## config.mk

```make
export PLATFORM = sky130hd
export DESIGN_NAME = serial_adder_ctrl
export DESIGN_NICKNAME = d
export VERILOG_FILES = /design/src/rtl/serial_adder_pkg.sv /design/src/rtl/serial_adder_ctrl_bit_adder.sv /design/src/rtl/serial_adder_ctrl.sv
export SDC_FILE = /design/constraint.sdc
export NUM_CORES = 1
export LEC_CHECK = 0
export CORE_MARGIN = 5
export CORE_UTILIZATION = 24
export CTS_BUF_LIST = sky130_fd_sc_hd__clkbuf_8
export CTS_CLUSTER_DIAMETER = 200
export DETAILED_ROUTE_END_ITERATION = 12
export MAX_ROUTING_LAYER = met4
export SETUP_SLACK_MARGIN = 0.05
export SYNTH_ARGS = -nofsm -noshare
export SYNTH_HDL_FRONTEND = slang
export SYNTH_HIERARCHICAL = 1
export SYNTH_SLANG_ARGS = --single-unit
```

## constraint.sdc

```tcl
create_clock -name clk -period 1.89 [get_ports clk]
set_input_delay 0.2835 -clock clk [delete_from_list [all_inputs] [get_ports clk]]
set_output_delay 0.2835 -clock clk [all_outputs]
set_load 0.01 [all_outputs]
```

## src/rtl/serial_adder_pkg.sv

```systemverilog
// Shared types for the bit-serial adder controller.
// Holds the FSM state encoding and the default operand width.
package serial_adder_pkg;

  localparam int SA_WIDTH = 8;

  typedef enum logic [1:0] {
    IDLE = 2'd0,
    RUN  = 2'd1,
    DONE = 2'd2
  } sa_state_t;

endpackage

```

## src/rtl/serial_adder_ctrl_bit_adder.sv

```systemverilog
// BitAdder: 1-bit full-adder cell.
// Ports: OPA, OPB, carryIn in; result (sum), carryOut out.
module BitAdder (
  input  logic OPA,
  input  logic OPB,
  input  logic carryIn,
  output logic result,
  output logic carryOut
);

  assign result   = OPA ^ OPB ^ carryIn;
  assign carryOut = (OPA & OPB)
                  | (carryIn & (OPA ^ OPB));

endmodule

```

## src/rtl/serial_adder_ctrl.sv

```systemverilog
// Bit-serial add/sub controller: one BitAdder, LSB first, one bit per clock.
// Ports: clk, rst_n, start, sub, carry_in, opa, opb in;
// busy, done, result, carry_out, overflow, zero out.
// Build option: define SERIAL_ADDER_FLAGS_EN for overflow/zero flags.
module serial_adder_ctrl
  import serial_adder_pkg::*;
#(
  parameter int WIDTH = SA_WIDTH
) (
  input  logic             clk,
  input  logic             rst_n,
  input  logic             start,
  input  logic             sub,
  input  logic             carry_in,
  input  logic [WIDTH-1:0] opa,
  input  logic [WIDTH-1:0] opb,
  output logic             busy,
  output logic             done,
  output logic [WIDTH-1:0] result,
  output logic             carry_out,
  output logic             overflow,
  output logic             zero
);

  localparam int CNT_W = $clog2(WIDTH);

  sa_state_t        state_q;
  sa_state_t        state_d;
  logic [WIDTH-1:0] shift_a;
  logic [WIDTH-1:0] shift_b;
  logic [WIDTH-1:0] acc;
  logic [WIDTH-1:0] acc_next;
  logic [CNT_W-1:0] cnt;
  logic             carry_r;
  logic             bit_sum;
  logic             bit_cout;
  logic             load;
  logic             step;
  logic             last;

  BitAdder u_bit (
    .OPA      (shift_a[0]),
    .OPB      (shift_b[0]),
    .carryIn  (carry_r),
    .result   (bit_sum),
    .carryOut (bit_cout)
  );

  assign acc_next = {bit_sum, acc[WIDTH-1:1]};
  assign last     = (cnt == CNT_W'(WIDTH - 1));
  assign busy     = (state_q == RUN);
  assign done     = (state_q == DONE);

  always_comb begin
    state_d = state_q;
    load    = 1'b0;
    step    = 1'b0;
    unique case (state_q)
      IDLE: begin
        if (start) begin
          load    = 1'b1;
          state_d = RUN;
        end
      end
      RUN: begin
        step = 1'b1;
        if (last) state_d = DONE;
      end
      DONE:    state_d = IDLE;
      default: state_d = IDLE;
    endcase
  end

  always_ff @(posedge clk or negedge rst_n) begin
    if (!rst_n) state_q <= IDLE;
    else        state_q <= state_d;
  end

  always_ff @(posedge clk or negedge rst_n) begin
    if (!rst_n) begin
      shift_a <= '0;
      shift_b <= '0;
      acc     <= '0;
      cnt     <= '0;
      carry_r <= 1'b0;
    end else begin
      unique case (1'b1)
        load: begin
          shift_a <= opa;
          shift_b <= sub ? ~opb : opb;
          carry_r <= sub | carry_in;
          cnt     <= '0;
          acc     <= '0;
        end
        step: begin
          shift_a <= shift_a >> 1;
          shift_b <= shift_b >> 1;
          carry_r <= bit_cout;
          acc     <= acc_next;
          cnt     <= cnt + 1'b1;
        end
        default: ;
      endcase
    end
  end

  always_ff @(posedge clk or negedge rst_n) begin
    if (!rst_n) begin
      result    <= '0;
      carry_out <= 1'b0;
    end else if (step && last) begin
      result    <= acc_next;
      carry_out <= bit_cout;
    end
  end

`ifdef SERIAL_ADDER_FLAGS_EN
  logic ovf_q;
  logic zero_q;

  // On the final edge carry_r still holds the carry into the MSB.
  always_ff @(posedge clk or negedge rst_n) begin
    if (!rst_n) begin
      ovf_q  <= 1'b0;
      zero_q <= 1'b0;
    end else if (step && last) begin
      ovf_q  <= carry_r ^ bit_cout;
      zero_q <= (acc_next == '0);
    end
  end

  assign overflow = ovf_q;
  assign zero     = zero_q;
`else
  assign overflow = 1'b0;
  assign zero     = 1'b0;
`endif

endmodule
```

Word level (Yosys, flattened, before mapping):

Index checks and enable logic that the tools add are counted.

* output and inout bits: 13
* register bits after elaboration: 39
* input bits: 21
* logic and storage cells: 37

* reductions and logical operators: 4
* add/sub/neg operators: 1
* mux-type cells: 12
* bitwise logic cells: 7
* equality and inequality tests: 5

Operator list (number)
* case mux 8 bit (2 select lines): 3
* two-way mux 8 bit: 1
* inverter 8 bit: 1
* case mux 3 bit (2 select lines): 1
* two-way mux 2 bit: 2
* case mux 2 bit (2 select lines): 1
* adder 3 x 1 -> 3 bit (second input constant): 1
* == test 3 bit (second input constant): 1
* two-way mux 1 bit: 3
* AND 1 bit: 2
* == test 2 x 1 -> 1 bit (second input constant): 1
* == test 2 bit (second input constant): 1
* logical NOT 2 bit: 1
* != test 2 x 1 -> 1 bit (second input constant): 1
* != test 2 bit (second input constant): 1
* bitwise OR 1 bit: 2
* case mux 1 bit (2 select lines): 1
* AND reduction 2 bit: 1
* nonzero test 2 bit: 1
* bitwise XOR 1 bit: 2
* logical AND 1 bit: 1

Depth between registers and ports, before layout:

* depth after elaboration: 4
* gate-level depth with buffers: 5
* gate-level depth less buffers: 5

Hierarchy:

The synthesis kept the hierarchy.

Modules (own cells, without submodules)
* serial_adder_ctrl: cells each 154, area an instance 1761.7 um2, instances 1, sequential area each 950.9 um2
* BitAdder: cells each 1, area an instance 20.0 um2, instances 1, sequential area each 0.0 um2

Worst setup path after synthesis:

Ideal clock, no wire load.

* path type: reg-to-reg
* start point: register cnt[0]
* end point: register carry_out
* required time: 1.765 ns
* setup slack: 0.519 ns
* library setup time: 0.125 ns
* arrival: 1.246 ns
* clock period less this slack: 1.371 ns
* path buffers: 0
* stages on the path, launching flop included: 5
* path through: dfrtp_1 -> ha_1 -> ha_1 -> nand2_2 -> mux2_2

* word-level cells in the longest chain between the ends: 2

Ends and longest elaborated chain
* start: declaration: RTL line serial_adder_ctrl.sv:33 `logic [CNT_W-1:0] cnt;`
* start signal: assignment: RTL line serial_adder_ctrl.sv:100 `cnt <= cnt + 1'b1;`
* == test 3 bit: RTL line serial_adder_ctrl.sv:50 `assign last = (cnt == CNT_W'(WIDTH - 1));`
* logical AND 1 bit: RTL line serial_adder_ctrl.sv:111 `end else if (step && last) begin`
* end signal: assignment: RTL line serial_adder_ctrl.sv:113 `carry_out <= bit_cout;`
* end: declaration: RTL line serial_adder_ctrl.sv:20 `output logic carry_out,`

Every way passes these cells.
A chain may end at the register's enable or synchronous reset.

Worst setup path after layout:

* start point: register state_q[1]
* end point: output busy

* word-level cells in the longest chain between the ends: 1

Ends and longest elaborated chain
* start: declaration: RTL line serial_adder_ctrl.sv:27 `sa_state_t state_q;`
* start signal: assignment: RTL line serial_adder_ctrl.sv:76 `else state_q <= state_d;`
* == test 2 x 1 -> 1 bit: RTL line serial_adder_ctrl.sv:51 `assign busy = (state_q == RUN);`
* end: declaration: RTL line serial_adder_ctrl.sv:17 `output logic busy,`

Every way passes these cells.

==> flow_metrics.py <==
metrics = {
    "synthesis": {
        "postSynthCellCount": 155,
        "ys_warn_count": 6,
        "yosys-top-cells-area": "dfrtp_1 (53%), mux2_2 (6.3%), a22o_1 (4.4%)",
        "avgSynthCellArea_um2": 11.5,
        "yosys.area.top_type": "dfrtp_1",
        "ys_seq_area_share_pct": 53.4,
        "syn_area_um2": 1780,
        "yosysTopAreaCellShare_pct": 53.4,
        "synth_cell_types": 29,
        "ys_seq_elements": 38,
    },
    "floorplan": {
        "row_count": 31,
        "start_util_pct": 24.6,
        "dieArea_um2": 9250,
        "io_pins": 34,
        "die_y_um": 96.2,
        "die_x_um": 96.2,
        "core_region_area_um2": 7250,
    },
    "route": {
        "wirelength_mm": 4.03,
        "postRouteAntennaNets": 0,
        "drt-initial-drc-count": 67,
        "firstDrtPassIters": 4,
        "wl_per_cell_um": 13.7,
        "vias_per_cell": 4.42,
        "routed-via-count": 1296,
        "drt_drc_violations_left": 0,
    },
    "worst_setup_path": {
        "worst-path-max-fanout": 4,
        "start_kind": "register",
        "max_stage_delay_ps": 550,
        "critPathArrivalTime_ps": 1450,
        "critPathRequiredTime_ps": 1610,
        "endpoint_kind": "output pin",
        "reg2reg_depth": 5,
        "crit_slowest_cell": "clkdlybuf4s50_1",
        "path_class": "register to output pin",
        "path_cells": "nor2b_4, clkdlybuf4s50_1",
    },
    "clock_network": {
        "cts_tree": "yes",
        "cts.sinks": 38,
        "cts_buffers": 5,
        "htreeDepth": 2,
        "cts-root-buf": "clkbuf_8",
        "clk_pin_slew_ps": 80,
        "holdBufCountCts": 0,
        "clk_latency_ps": 290,
        "clock_path_buffers": 2,
    },
    "finish": {
        "final_cell_mix": "dfrtp_1 (37), clkdlybuf4s50_1 (29), buf_4 (13)",
        "instances_no_fill": 293,
        "regArea_um2": 952,
        "layout_commonest_cell": "dfrtp_1",
        "multiInputGateArea_um2": 748,
        "diodes": 0,
        "nets": 217,
        "drive_gt1_share_pct": 18.6,
        "synthToLayoutAreaGrowth_pct": 32.3,
        "fillCellCount": 743,
    },
    "power": {
        "ir_drop_uv": 356,
        "pwr_density_cell_nw_per_um2": 1390,
        "total_power_mw": 3.28,
        "leakagePower_nw": 1.04,
    },
    "hold_path": {
        "hold_path.class": "input port to async pin",
    },
    "placement": {
        "port_buffers": 31,
        "hpwl_mm": 2.79,
        "gp_congestion": 0.765,
        "placed_cells": 283,
    },
    "timing": {
        "slew_headroom_pct": 42.4,
        "worst_hold_slack_ps": 31.0,
        "final-setup-viol-count": 0,
        "tightest_slew_ps": 862,
        "skew_ps": 2.68,
        "clock.fmax_ghz": 0.576,
        "period_share_pct": 91.9,
        "period_needed_ps": 1740,
        "final_max_slew_viol_count": 0,
        "rsz0062_at_grt": "no",
        "setup_tns_ps": 0,
        "hold_viol_final": 0,
    },
    "grt": {
        "grt.overflow.total": 0,
        "first_global_vias": 1370,
        "track_usage_pct": 9.83,
        "grt_max_degree": 39,
        "antenna_found_initial": 0,
        "grt_pass1_wl_mm": 6.75,
    },
    "status": {
        "status": "finished clean",
    },
    "job": {
        "cap_violations": 0,
    },
}
-- Yosys cell counts --
cell type	instances
nand2_2	1
and2b_1	6
or2_2	1
xor2_1	1
a21oi_1	10
o32ai_1	4
a221o_1	5
o21ai_0	10
ha_1	2
nand2_1	5
o211ai_1	1
dfrtp_1	38
conb_1	1
xnor2_1	7
mux2i_1	1
clkbuf_1	2
o221ai_1	1
inv_1	6
buf_1	1
buf_4	2
buf_2	9
a22oi_1	9
o21bai_1	1
a22o_1	9
nor2_1	3
or3b_1	1
fa_1	1
mux2_2	10
nor2b_1	7
-- cells by family after synthesis --
family | count (synthesis) | share of synthesized area [%]
other | 1 | 0.210
buffers and inverters | 20 | 5.27
XOR/XNOR | 8 | 3.93
multiplexers | 11 | 6.88
adder cells (fa/ha/maj) | 3 | 2.53
flip-flops | 38 | 53.4
AO/OA/AOI/OAI | 50 | 19.9
AND/OR/NAND/NOR | 24 | 7.87
-- registers in the layout, indices dropped and copies added (netlist names) --
signal	count
acc	7
carry_out	1
carry_r	1
cnt	3
result	8
shift_a	8
shift_b	8
state_q	2
-- worst max-delay path: cells and delay by family, from the launching register on --
| kind | cells | cell delay (ps) |
|---|---|---|
| buffers and inverters | 1 | 550 |
| flip-flops | 1 | 440 |
| AND/OR/NAND/NOR | 1 | 170 |
-- where the power goes --
part,total (mW),leakage [nW],switching [mW],internal (mW)
Clock,0.684,0.0579,0.296,0.388
Combinational,1.23,0.486,0.531,0.701
Sequential,1.37,0.494,0.227,1.14
Total,3.28,1.04,1.05,2.23
-- timing repair --
item,CTS,global route
setup buffers,0,2
setup endpoints to repair,2,1
endpoints found under the hold margin,0,0
gates resized for setup,3,1
-- final cells by class --
| class | count | area share (%) |
|---|---|---|
| Sequential cell | 38 | 40.4 |
| Multi-Input combinational cell | 98 | 31.7 |
| Timing Repair Buffer | 44 | 17.0 |
| Tap cell | 99 | 5.25 |
| Clock buffer | 5 | 2.92 |
| Clock inverter | 3 | 1.70 |
| Inverter | 6 | 0.955 |
-- layer usage --
layer | part of all wire (%) | track usage (%) | vias to the layer above
li1 | - | - | 622
met1 | 46 | 12.2 | 642
met2 | 47 | 15.0 | 25
met3 | 4.2 | 2.42 | 7
met4 | 2.2 | 4.62 | 0
met5 | 0 | - | -
-- metrics by stage --
stage               util (%)  instance area [um2]  setup slack [ps]
floorplan                  -                 1790               519
global placement        30.7                 2230              45.9
detailed placement      30.7                 2230              13.4
CTS                     32.2                 2340              16.1
global route            32.5                 2360               107
finish                  32.5                 2360               153
-- final timing paths --
kind	start	endpoint	slack, ps
max	state_q[1]	busy	150
max reg2reg	state_q[0]	shift_b[3]	320
min in group clk	acc[1]	acc[1]	500
min reg2reg	acc[1]	acc[1]	500
max in group asynchronous	rst_n	state_q[0]	1490
min	rst_n	shift_a[5]	30
Note: power is estimated with default switching activity, not from simulation.
